`src/rtl/if_stage_pkg.sv`:
```
// Shared fetch-stage types: datapath width, canonical NOP, fetch FSM states, buffer entry.
// Pure declarations; no timing or flow-control behaviour of its own.
package if_stage_pkg;

    localparam int XLEN = 32;
    localparam logic [XLEN-1:0] RV_NOP = 32'h0000_0013;

    typedef enum logic [1:0] {
        IDLE = 2'd0,
        WAIT = 2'd1,
        DROP = 2'd2
    } fetch_state_e;

    typedef struct packed {
        logic [XLEN-1:0] instr;
        logic [XLEN-1:0] pc;
    } fetch_ent_t;

endpackage

```
`src/rtl/if_stage_if.sv`:
```
// Fetch stage bus bundle: imem request/response, redirect and decode handoff.
// master = fetch stage side; slave = memory/decode/branch side.
interface if_stage_if;
    import if_stage_pkg::*;

    logic            imem_req;
    logic [XLEN-1:0] imem_addr;
    logic            imem_rvalid;
    logic [XLEN-1:0] imem_rdata;
    logic            redirect_valid;
    logic [XLEN-1:0] redirect_pc;
    logic            id_ready;
    logic            id_valid;
    logic [XLEN-1:0] id_instr;
    logic [XLEN-1:0] id_pc;

    modport master (
        output imem_req, imem_addr, id_valid, id_instr, id_pc,
        input  imem_rvalid, imem_rdata, redirect_valid, redirect_pc, id_ready
    );

    modport slave (
        input  imem_req, imem_addr, id_valid, id_instr, id_pc,
        output imem_rvalid, imem_rdata, redirect_valid, redirect_pc, id_ready
    );
endinterface

```
`src/rtl/if_stage_fetch_skid_buf.sv`:
```
// Two-entry in-order instruction buffer (output register + skid); head is the oldest entry.
// Push/pop take effect at the clock edge; caller never pushes into a full buffer without a pop.
module fetch_skid_buf
    import if_stage_pkg::*;
#(
    parameter logic [XLEN-1:0] RESET_PC = 32'h0000_0000
) (
    input  logic       clk,
    input  logic       rst_n,
    input  logic       push,
    input  fetch_ent_t push_dat,
    input  logic       pop,
    input  logic       flush,
    output logic [1:0] occ,
    output fetch_ent_t head
);

    fetch_ent_t ent0;
    fetch_ent_t ent1;

    always_ff @(posedge clk or negedge rst_n) begin
        if (!rst_n) begin
            occ  <= 2'd0;
            ent0 <= {RV_NOP, RESET_PC};
            ent1 <= {RV_NOP, RESET_PC};
        end else if (flush) begin
            occ <= 2'd0;
        end else begin
            case ({push, pop})
                2'b10: begin
                    if (occ == 2'd0) ent0 <= push_dat;
                    else             ent1 <= push_dat;
                    occ <= occ + 2'd1;
                end
                2'b01: begin
                    ent0 <= ent1;
                    occ  <= occ - 2'd1;
                end
                2'b11: begin
                    // Simultaneous drain and fill: occupancy unchanged, skid entry advances first.
                    if (occ == 2'd1) begin
                        ent0 <= push_dat;
                    end else begin
                        ent0 <= ent1;
                        ent1 <= push_dat;
                    end
                end
                default: ;
            endcase
        end
    end

    assign head = ent0;

endmodule

```
`src/rtl/if_stage.sv`:
```
// Instruction fetch: single-outstanding imem requests, PC sequencing, redirect flush.
// Request issues combinationally; response lands in id_* next cycle; stalls when the buffer would overflow.
module if_stage
    import if_stage_pkg::*;
#(
    parameter logic [XLEN-1:0] RESET_PC = 32'h0000_0000
) (
    input  logic          clk,
    input  logic          rst_n,
    if_stage_if.master    bus
);

    fetch_state_e    state;
    fetch_state_e    state_nxt;
    logic [XLEN-1:0] pc_q;
    logic [XLEN-1:0] req_pc_q;
    logic [1:0]      occ;
    logic [1:0]      occ_next;
    fetch_ent_t      head;
    fetch_ent_t      push_dat;
    logic            push;
    logic            pop;
    logic            req;
    logic            resp_slot;

    assign pop       = (occ != 2'd0) && bus.id_ready;
    assign push      = (state == WAIT) && bus.imem_rvalid && !bus.redirect_valid;
    assign occ_next  = occ + {1'b0, push} - {1'b0, pop};
    // A new request may go out when nothing is in flight or the in-flight one returns this cycle.
    assign resp_slot = (state == IDLE) || (state != IDLE && bus.imem_rvalid);
    assign req       = rst_n && !bus.redirect_valid && resp_slot && (occ_next <= 2'd1);

    assign push_dat.instr = bus.imem_rdata;
    assign push_dat.pc    = req_pc_q;

    always_comb begin
        state_nxt = state;
        if (bus.redirect_valid) begin
            case (state)
                WAIT:    state_nxt = bus.imem_rvalid ? IDLE : DROP;
                // A stale response landing with the redirect retires the DROP.
                DROP:    state_nxt = bus.imem_rvalid ? IDLE : DROP;
                default: state_nxt = IDLE;
            endcase
        end else begin
            case (state)
                IDLE:    state_nxt = req ? WAIT : IDLE;
                WAIT,
                DROP:    if (bus.imem_rvalid) state_nxt = req ? WAIT : IDLE;
                default: state_nxt = IDLE;
            endcase
        end
    end

    always_ff @(posedge clk or negedge rst_n) begin
        if (!rst_n) begin
            state    <= IDLE;
            pc_q     <= RESET_PC;
            req_pc_q <= RESET_PC;
        end else begin
            state <= state_nxt;
            if (bus.redirect_valid) begin
                pc_q <= {bus.redirect_pc[XLEN-1:2], 2'b00};
            end else if (req) begin
                pc_q     <= pc_q + 32'd4;
                req_pc_q <= pc_q;
            end
        end
    end

    fetch_skid_buf #(.RESET_PC(RESET_PC)) u_buf (
        .clk      (clk),
        .rst_n    (rst_n),
        .push     (push),
        .push_dat (push_dat),
        .pop      (pop),
        .flush    (bus.redirect_valid),
        .occ      (occ),
        .head     (head)
    );

    assign bus.imem_req  = req;
    assign bus.imem_addr = pc_q;
    assign bus.id_valid  = (occ != 2'd0);
    assign bus.id_instr  = head.instr;
    assign bus.id_pc     = head.pc;

endmodule

```
`src/flat_wrapper.sv`:
```
// flat-port wrapper written by rule: the top's interface ports become plain ports
module if_stage_flat import if_stage_pkg::*;
#(
    parameter logic [XLEN-1:0] RESET_PC = 32'h0000_0000
)
  (clk, rst_n, bus_imem_req, bus_imem_addr, bus_id_valid, bus_id_instr, bus_id_pc, bus_imem_rvalid, bus_imem_rdata, bus_redirect_valid, bus_redirect_pc, bus_id_ready);
  if_stage_if bus_i ();
  input  logic clk;
  input  logic rst_n;
  output wire logic [$bits(bus_i.imem_req)-1:0] bus_imem_req;
  output wire logic [$bits(bus_i.imem_addr)-1:0] bus_imem_addr;
  output wire logic [$bits(bus_i.id_valid)-1:0] bus_id_valid;
  output wire logic [$bits(bus_i.id_instr)-1:0] bus_id_instr;
  output wire logic [$bits(bus_i.id_pc)-1:0] bus_id_pc;
  input wire logic [$bits(bus_i.imem_rvalid)-1:0] bus_imem_rvalid;
  input wire logic [$bits(bus_i.imem_rdata)-1:0] bus_imem_rdata;
  input wire logic [$bits(bus_i.redirect_valid)-1:0] bus_redirect_valid;
  input wire logic [$bits(bus_i.redirect_pc)-1:0] bus_redirect_pc;
  input wire logic [$bits(bus_i.id_ready)-1:0] bus_id_ready;
  assign bus_imem_req = bus_i.imem_req;
  assign bus_imem_addr = bus_i.imem_addr;
  assign bus_id_valid = bus_i.id_valid;
  assign bus_id_instr = bus_i.id_instr;
  assign bus_id_pc = bus_i.id_pc;
  assign bus_i.imem_rvalid = bus_imem_rvalid;
  assign bus_i.imem_rdata = bus_imem_rdata;
  assign bus_i.redirect_valid = bus_redirect_valid;
  assign bus_i.redirect_pc = bus_redirect_pc;
  assign bus_i.id_ready = bus_id_ready;
  if_stage #(.RESET_PC(RESET_PC)) u_core (.clk(clk), .rst_n(rst_n), .bus(bus_i));
endmodule
```
`config.mk`:
```
export PLATFORM = sky130hd
export DESIGN_NAME = if_stage_flat
export DESIGN_NICKNAME = d
export VERILOG_FILES = /design/src/rtl/if_stage_pkg.sv /design/src/rtl/if_stage_if.sv /design/src/rtl/if_stage_fetch_skid_buf.sv /design/src/rtl/if_stage.sv /design/src/flat_wrapper.sv
export SDC_FILE = /design/constraint.sdc
export NUM_CORES = 1
export LEC_CHECK = 0
export CAP_MARGIN = 10
export CORE_MARGIN = 2
export CORE_UTILIZATION = 45
export DETAILED_ROUTE_END_ITERATION = 6
export GPL_TIMING_DRIVEN = 0
export PLACE_DENSITY = 0.73
export SLEW_MARGIN = 20
export SYNTH_ARGS = -nofsm -noshare
export SYNTH_HDL_FRONTEND = slang
export SYNTH_HIERARCHICAL = 1
export SYNTH_SLANG_ARGS = --single-unit
```
`constraint.sdc`:
```
create_clock -name clk -period 2.6 [get_ports clk]
set_input_delay 0.52 -clock clk [delete_from_list [all_inputs] [get_ports clk]]
set_output_delay 0.52 -clock clk [all_outputs]
set_load 0.005 [all_outputs]
```
* Yosys cells after proc, flatten, opt, wreduce, memory -nomap -nowiden
Cells that the tools add are included.
Storage, ports and cells: flip-flop bits (word level) 196, output and inout port bits 98
Cells by class: add/subtract/negate cells 5, $lt $le $gt $ge 1, eq/ne operators 10, muxes and demuxes 16, bitwise logic cells 1, reductions and logical operators 21
Operators by type and width (number):
- two-way mux 64 bit | 4
- case mux 64 bit (3 select lines) | 1
- case mux 64 bit (2 select lines) | 1
- two-way mux 32 bit | 2
- adder 32 x 3 -> 32 bit, second input constant | 1
- two-way mux 2 bit | 5
- case mux 2 bit (2 select lines) | 2
- nonzero test 2 bit | 4
- logical AND 1 bit | 7
- == test 2 x 1 -> 1 bit, second input constant | 3
- == test 2 bit, second input constant | 3
- inequality test 2 bit, second input constant | 3
- nonzero test 3 bit | 2
- zero test 2 bit | 2
- AND reduction 4 bit | 1
- inequality test 3 x 1 -> 1 bit, second input constant | 1
- AND reduction 3 bit | 1
- adder 2 x 1 -> 2 bit | 1
- adder 2 x 1 -> 2 bit, second input constant | 1
- <= comparator 2 x 1 -> 1 bit, second input constant | 1
- AND reduction 2 bit | 1
- OR reduction 2 bit | 1
- subtractor 2 x 1 -> 2 bit | 1
- subtractor 2 x 1 -> 2 bit, second input constant | 1
- other kinds (4) | 4

* Logic depth before layout (Yosys ltp)
depth in word-level cells 11, depth in mapped cells 12, mapped depth without buffers 11

* Modules after synthesis
The synthesis kept the hierarchy.
By module, submodules not included:
- fetch_skid_buf | instances 1, cells each 361, area each 5911.9 um^2, seq. area each 3260.6 um^2
- if_stage | instances 1, cells each 292, area each 3210.6 um^2, seq. area each 1551.5 um^2

* Least setup slack after synthesis
No wires, ideal clock.
kind input to output, start point input bus_redirect_valid, end point output bus_imem_req, data arrival time 2.226 ns, slack -0.146 ns, cell stages on the path 9, path buffers 3, path through clkbuf_1 > buf_1 > nor2_1 > inv_1 > ha_1 > nor2b_1 > xnor2_1 > nor3_1 > buf_2
On the way: cells in the longest elaborated chain, start to end 6, elaborated cells on any way between the ends 8
RTL lines:
- start, declared | RTL line flat_wrapper.sv:17 | input wire logic [$bits(bus_i.redirect_valid)-1:0] bus_redirect_valid;
- zero test 1 bit | RTL line if_stage.sv:27 | assign push = (state == WAIT) && bus.imem_rvalid && !bus.redirect_valid;
- logical AND 1 bit | RTL line if_stage.sv:27
- via u_core.push | RTL line if_stage.sv:21 | logic push;
- adder 2 x 1 -> 2 bit | RTL line if_stage.sv:28 | assign occ_next = occ + {1'b0, push} - {1'b0, pop};
- subtractor 2 x 1 -> 2 bit | RTL line if_stage.sv:28
- <= comparator 2 x 1 -> 1 bit | RTL line if_stage.sv:31 | assign req = rst_n && !bus.redirect_valid && resp_slot && (occ_next <= 2'd1);
- logical AND 1 bit | RTL line if_stage.sv:31
- end, declared | RTL line flat_wrapper.sv:10 | output wire logic [$bits(bus_i.imem_req)-1:0] bus_imem_req;
The timed path passes the listed nets, and every way through them passes these cells.

* Worst setup path after layout
start point register u_core.u_buf.occ[0], end point output bus_imem_req
On the way: cells in the longest elaborated chain, start to end 5, elaborated cells on any way between the ends 6
RTL lines:
- start, declared | RTL line if_stage_fetch_skid_buf.sv:14 | output logic [1:0] occ,
- start signal, assigned | RTL line if_stage_fetch_skid_buf.sv:33 | occ <= occ + 2'd1;
- start signal, assigned | RTL line if_stage_fetch_skid_buf.sv:37 | occ <= occ - 2'd1;
- nonzero test 2 bit | RTL line if_stage.sv:26 | assign pop = (occ != 2'd0) && bus.id_ready;
- logical AND 1 bit | RTL line if_stage.sv:26
- via u_core.pop | RTL line if_stage.sv:22 | logic pop;
- subtractor 2 x 1 -> 2 bit | RTL line if_stage.sv:28
- <= comparator 2 x 1 -> 1 bit | RTL line if_stage.sv:31
- logical AND 1 bit | RTL line if_stage.sv:31
The timed path passes the listed nets, and every way through them passes these cells.

==> impl_metrics.yaml <==
worst_setup_path:
  required_ps: 2080
  r2r_start: "u_core/u_buf/occ[0]$_DFFE_PN0P_"
  cp_max_fo: 4
  critPathCaptureType: "output port"
  r2r_cells: 9
  ff2ff_setup_slack_ps: 90
  crit_path_start_kind: "flip-flop"
  crit_buf_inv: 2
  worstSetupEndpoint: "bus_imem_req"
  cpMostUsedCell: "buf_6"
  cp-startpoint: "u_core/u_buf/occ[0]$_DFFE_PN0P_"
  worstPathCellList: "or2_4 > and2_4 > ha_4 > xnor2_4 > xnor2_2 > nor3_2 > buf_6 > buf_6"
  critPathKind: "reg2out"
  slowest_stage: "dfrtp_1"
  crit_cells: 8
  r2r-end: "u_core/req_pc_q[6]$_DFFE_PN0P_"
  crit_family: "simple AND/OR/NAND/NOR gates"
  crit_arrival_ps: 2230
  slowest_delay_ps: 380
job:
  max_cap_violations: 0
die:
  die_area_mm2: 0.0214
  core_area_mm2: 0.0200
  io_pins: 167
  start_util: 0.455
  fp-row-count: 52
  die_x_um: 146
  dieHeight_um: 146
power:
  p_per_area_mw_per_mm2: 1000
  p_leak_nw: 5.16
  vdd_drop_max_uv: 501
  power_mw: 12.0
finish:
  final_cells: 1136
  layout_commonest_cell: "dfrtp_1"
  final_nets: 929
  final_layout_size_suffix_gt1_frac: 0.380
  seq_area_mm2: 0.00481
  layout.filler_cells: 1699
  final_cell_mix: "dfrtp_1, mux2_2, clkdlybuf4s50_1, mux2_4, nand2_1"
  final_cell_area_mm2: 0.0120
  multi_input_area_mm2: 0.00412
  area_growth_syn_to_layout_pct: 31.0
placed_design:
  place_hpwl_mm: 14.1
  io_buffers: 162
  placed_area_mm2: 0.0112
  gp_congestion: 0.820
  place_inst: 1092
  post-place-ws_ps: -1740
global_route:
  grt_overflow: 0
  antenna_found_initial: 2
  grt_pass1_vias: 6058
  grt.total_usage: 0.196
  grt_pass1_wl_mm: 33.2
  grt_max_degree: 97
clocking:
  cts_tree: "done"
  cts.reportedPaths.clkPinSlew_ps: 70
  clock_latency_ps: 430
  cts_buffers: 17
  clockBufferDepth: 2
  clockRootBuffer: "clkbuf_16"
  clkSinkCount: 192
  htree_levels: 4
route:
  wl_met3_mm: 1.14
  wirelength_mm: 20.3
  drtPass1Iterations: 4
  vias: 5935
  ant_nets: 0
  drtIter0Drc: 282
  vias_per_cell: 5.22
  dr_wl_met2_mm: 9.75
  routedWlPerCell_um: 17.9
  wl_met1_mm: 8.99
  highest-signal-layer: "met5"
  post-route-drc-count: 0
logic_synthesis:
  synth_seq_cells: 192
  yosys.cell_types.count: 43
  ys.flop_type: "dfrtp_1"
  syn_avg_cell_area_um2: 14.0
  synthArstFlopShare: 1.00
  seq_area_frac_synth: 0.527
  netlist_area_mm2: 0.00912
  synth-edff-count: 0
  yosys_warnings: 6
  synthCells: 653
sta:
  timing.final.ws_setup_ps: -152
  rsz0062_at_grt: "true"
  setup_viol: 1
  finClkSkew_ps: 9.75
  final-hold-violation-count: 0
  relSlewSlack: 0.585
  fin_crit_sh: 1.06
  tightest_slew_ps: 623
  drv_slew: 0
  fin_setup_tns_ps: -152
  timing.final.crit_period_ps: 2750
  max_freq_ghz: 0.363
min_path:
  min_path_type: "in2async"
status:
  status: "finished, violations left"
  failed_checks: "setup timing"
[kinds of logic after synthesis]
family	count (synthesis)	synth area share
buffers and inverters	48	0.0328
AOI/OAI and AO/OA	38	0.0303
adders and majority gates	8	0.0110
muxes	224	0.293
DFF	192	0.527
and+or+nand+nor	119	0.0833
other	1	0.000411
xor gates and xnor gates	23	0.0221
[worst min-delay path by stage]
stage	to	cells past startpoint	start
CTS	u_core/u_buf/head[22]$_DFFE_PN0P_	2	rst_n
detailed placement	u_core/u_buf/head[50]$_DFFE_PN0P_	1	rst_n
global route	u_core/u_buf/head[47]$_DFFE_PN0P_	2	rst_n
global placement	u_core/u_buf/head[0]$_DFFE_PN0P_	1	u_core/u_buf/head[0]$_DFFE_PN0P_
floorplan	u_core/bus.imem_addr[10]$_DFFE_PN0P_	0	rst_n
finish	u_core/u_buf/head[47]$_DFFE_PN0P_	2	rst_n
[routing by layer]
layer | up-vias | GRT usage
li1 | 2749 | -
met1 | 2993 | 0.266
met2 | 166 | 0.312
met3 | 25 | 0.0469
met4 | 2 | 0.0650
met5 | - | 0
[synth_stat cells, drive strengths merged (3+ instances only)]
| cell type | count | share of area |
|---|---|---|
| dfstp | 6 | 0.017 |
| a221o | 10 | 0.011 |
| and4 | 6 | 0.0060 |
| nor3b | 12 | 0.0099 |
| nor4b | 4 | 0.0066 |
| nor2 | 16 | 0.0074 |
| mux2 | 222 | 0.29 |
| nand4 | 8 | 0.0071 |
| dfrtp | 186 | 0.51 |
| ha | 8 | 0.011 |
| o21ai | 21 | 0.012 |
| nand2 | 29 | 0.012 |
| nor4 | 19 | 0.019 |
| buf | 31 | 0.026 |
| and2 | 3 | 0.0021 |
| clkbuf | 11 | 0.0047 |
| inv | 6 | 0.0025 |
| xnor2 | 23 | 0.022 |
| nor2b | 3 | 0.0021 |
| nand3 | 9 | 0.0055 |
| nor3 | 6 | 0.0033 |
[area by class of cell]
class,instances,area share
clock inverters,12,0.0122
repair buffers,176,0.149
multi-input cells,418,0.344
plain buffers,41,0.0244
well taps,270,0.0283
diodes,1,0.000209
clock buffers,20,0.0374
inverters,6,0.00188
flip-flops and latches,192,0.403
[per-stage QoR]
step	utilization	hold WS [ps]
2_1_floorplan	-	224
3_3_place_gp	0.554	467
3_5_place_dp	0.557	311
4_1_cts	0.593	140
5_1_grt	0.597	139
6_report	0.597	107
[worst reg2reg max path: stages (launching register included)]
cell and delay, ps:
dfrtp_1 380, or2_4 250, and2_4 180, ha_4 180, xnor2_4 150, xnor2_2 160, nor3_2 270, buf_4 200
buf_2 260, mux2_2 370
[flip-flops by register name, indices dropped and copies added (netlist names)]
| register | cells |
|---|---|
| u_core/bus.imem_addr | 30 |
| u_core/req_pc_q | 30 |
| u_core/state | 2 |
| u_core/u_buf/occ | 2 |
| u_core/u_buf/ent1 | 64 |
| u_core/u_buf/head | 64 |
[power by group]
group | total (mW) | internal, mW | switching (mW)
combinational | 4.56 | 2.95 | 1.61
clock | 2.64 | 1.47 | 1.17
sequential | 4.77 | 4.11 | 0.663
total | 12.0 | 8.53 | 3.44
[timing repair]
action	CTS	global route
endpoints found under the setup margin	188	26
endpoints found under the hold margin	2	0
gates resized for setup	24	8
pin swaps	4	6
setup buffers	7	4
hold buffers	1	0
No activity file was read; power rests on OpenSTA's default activity.
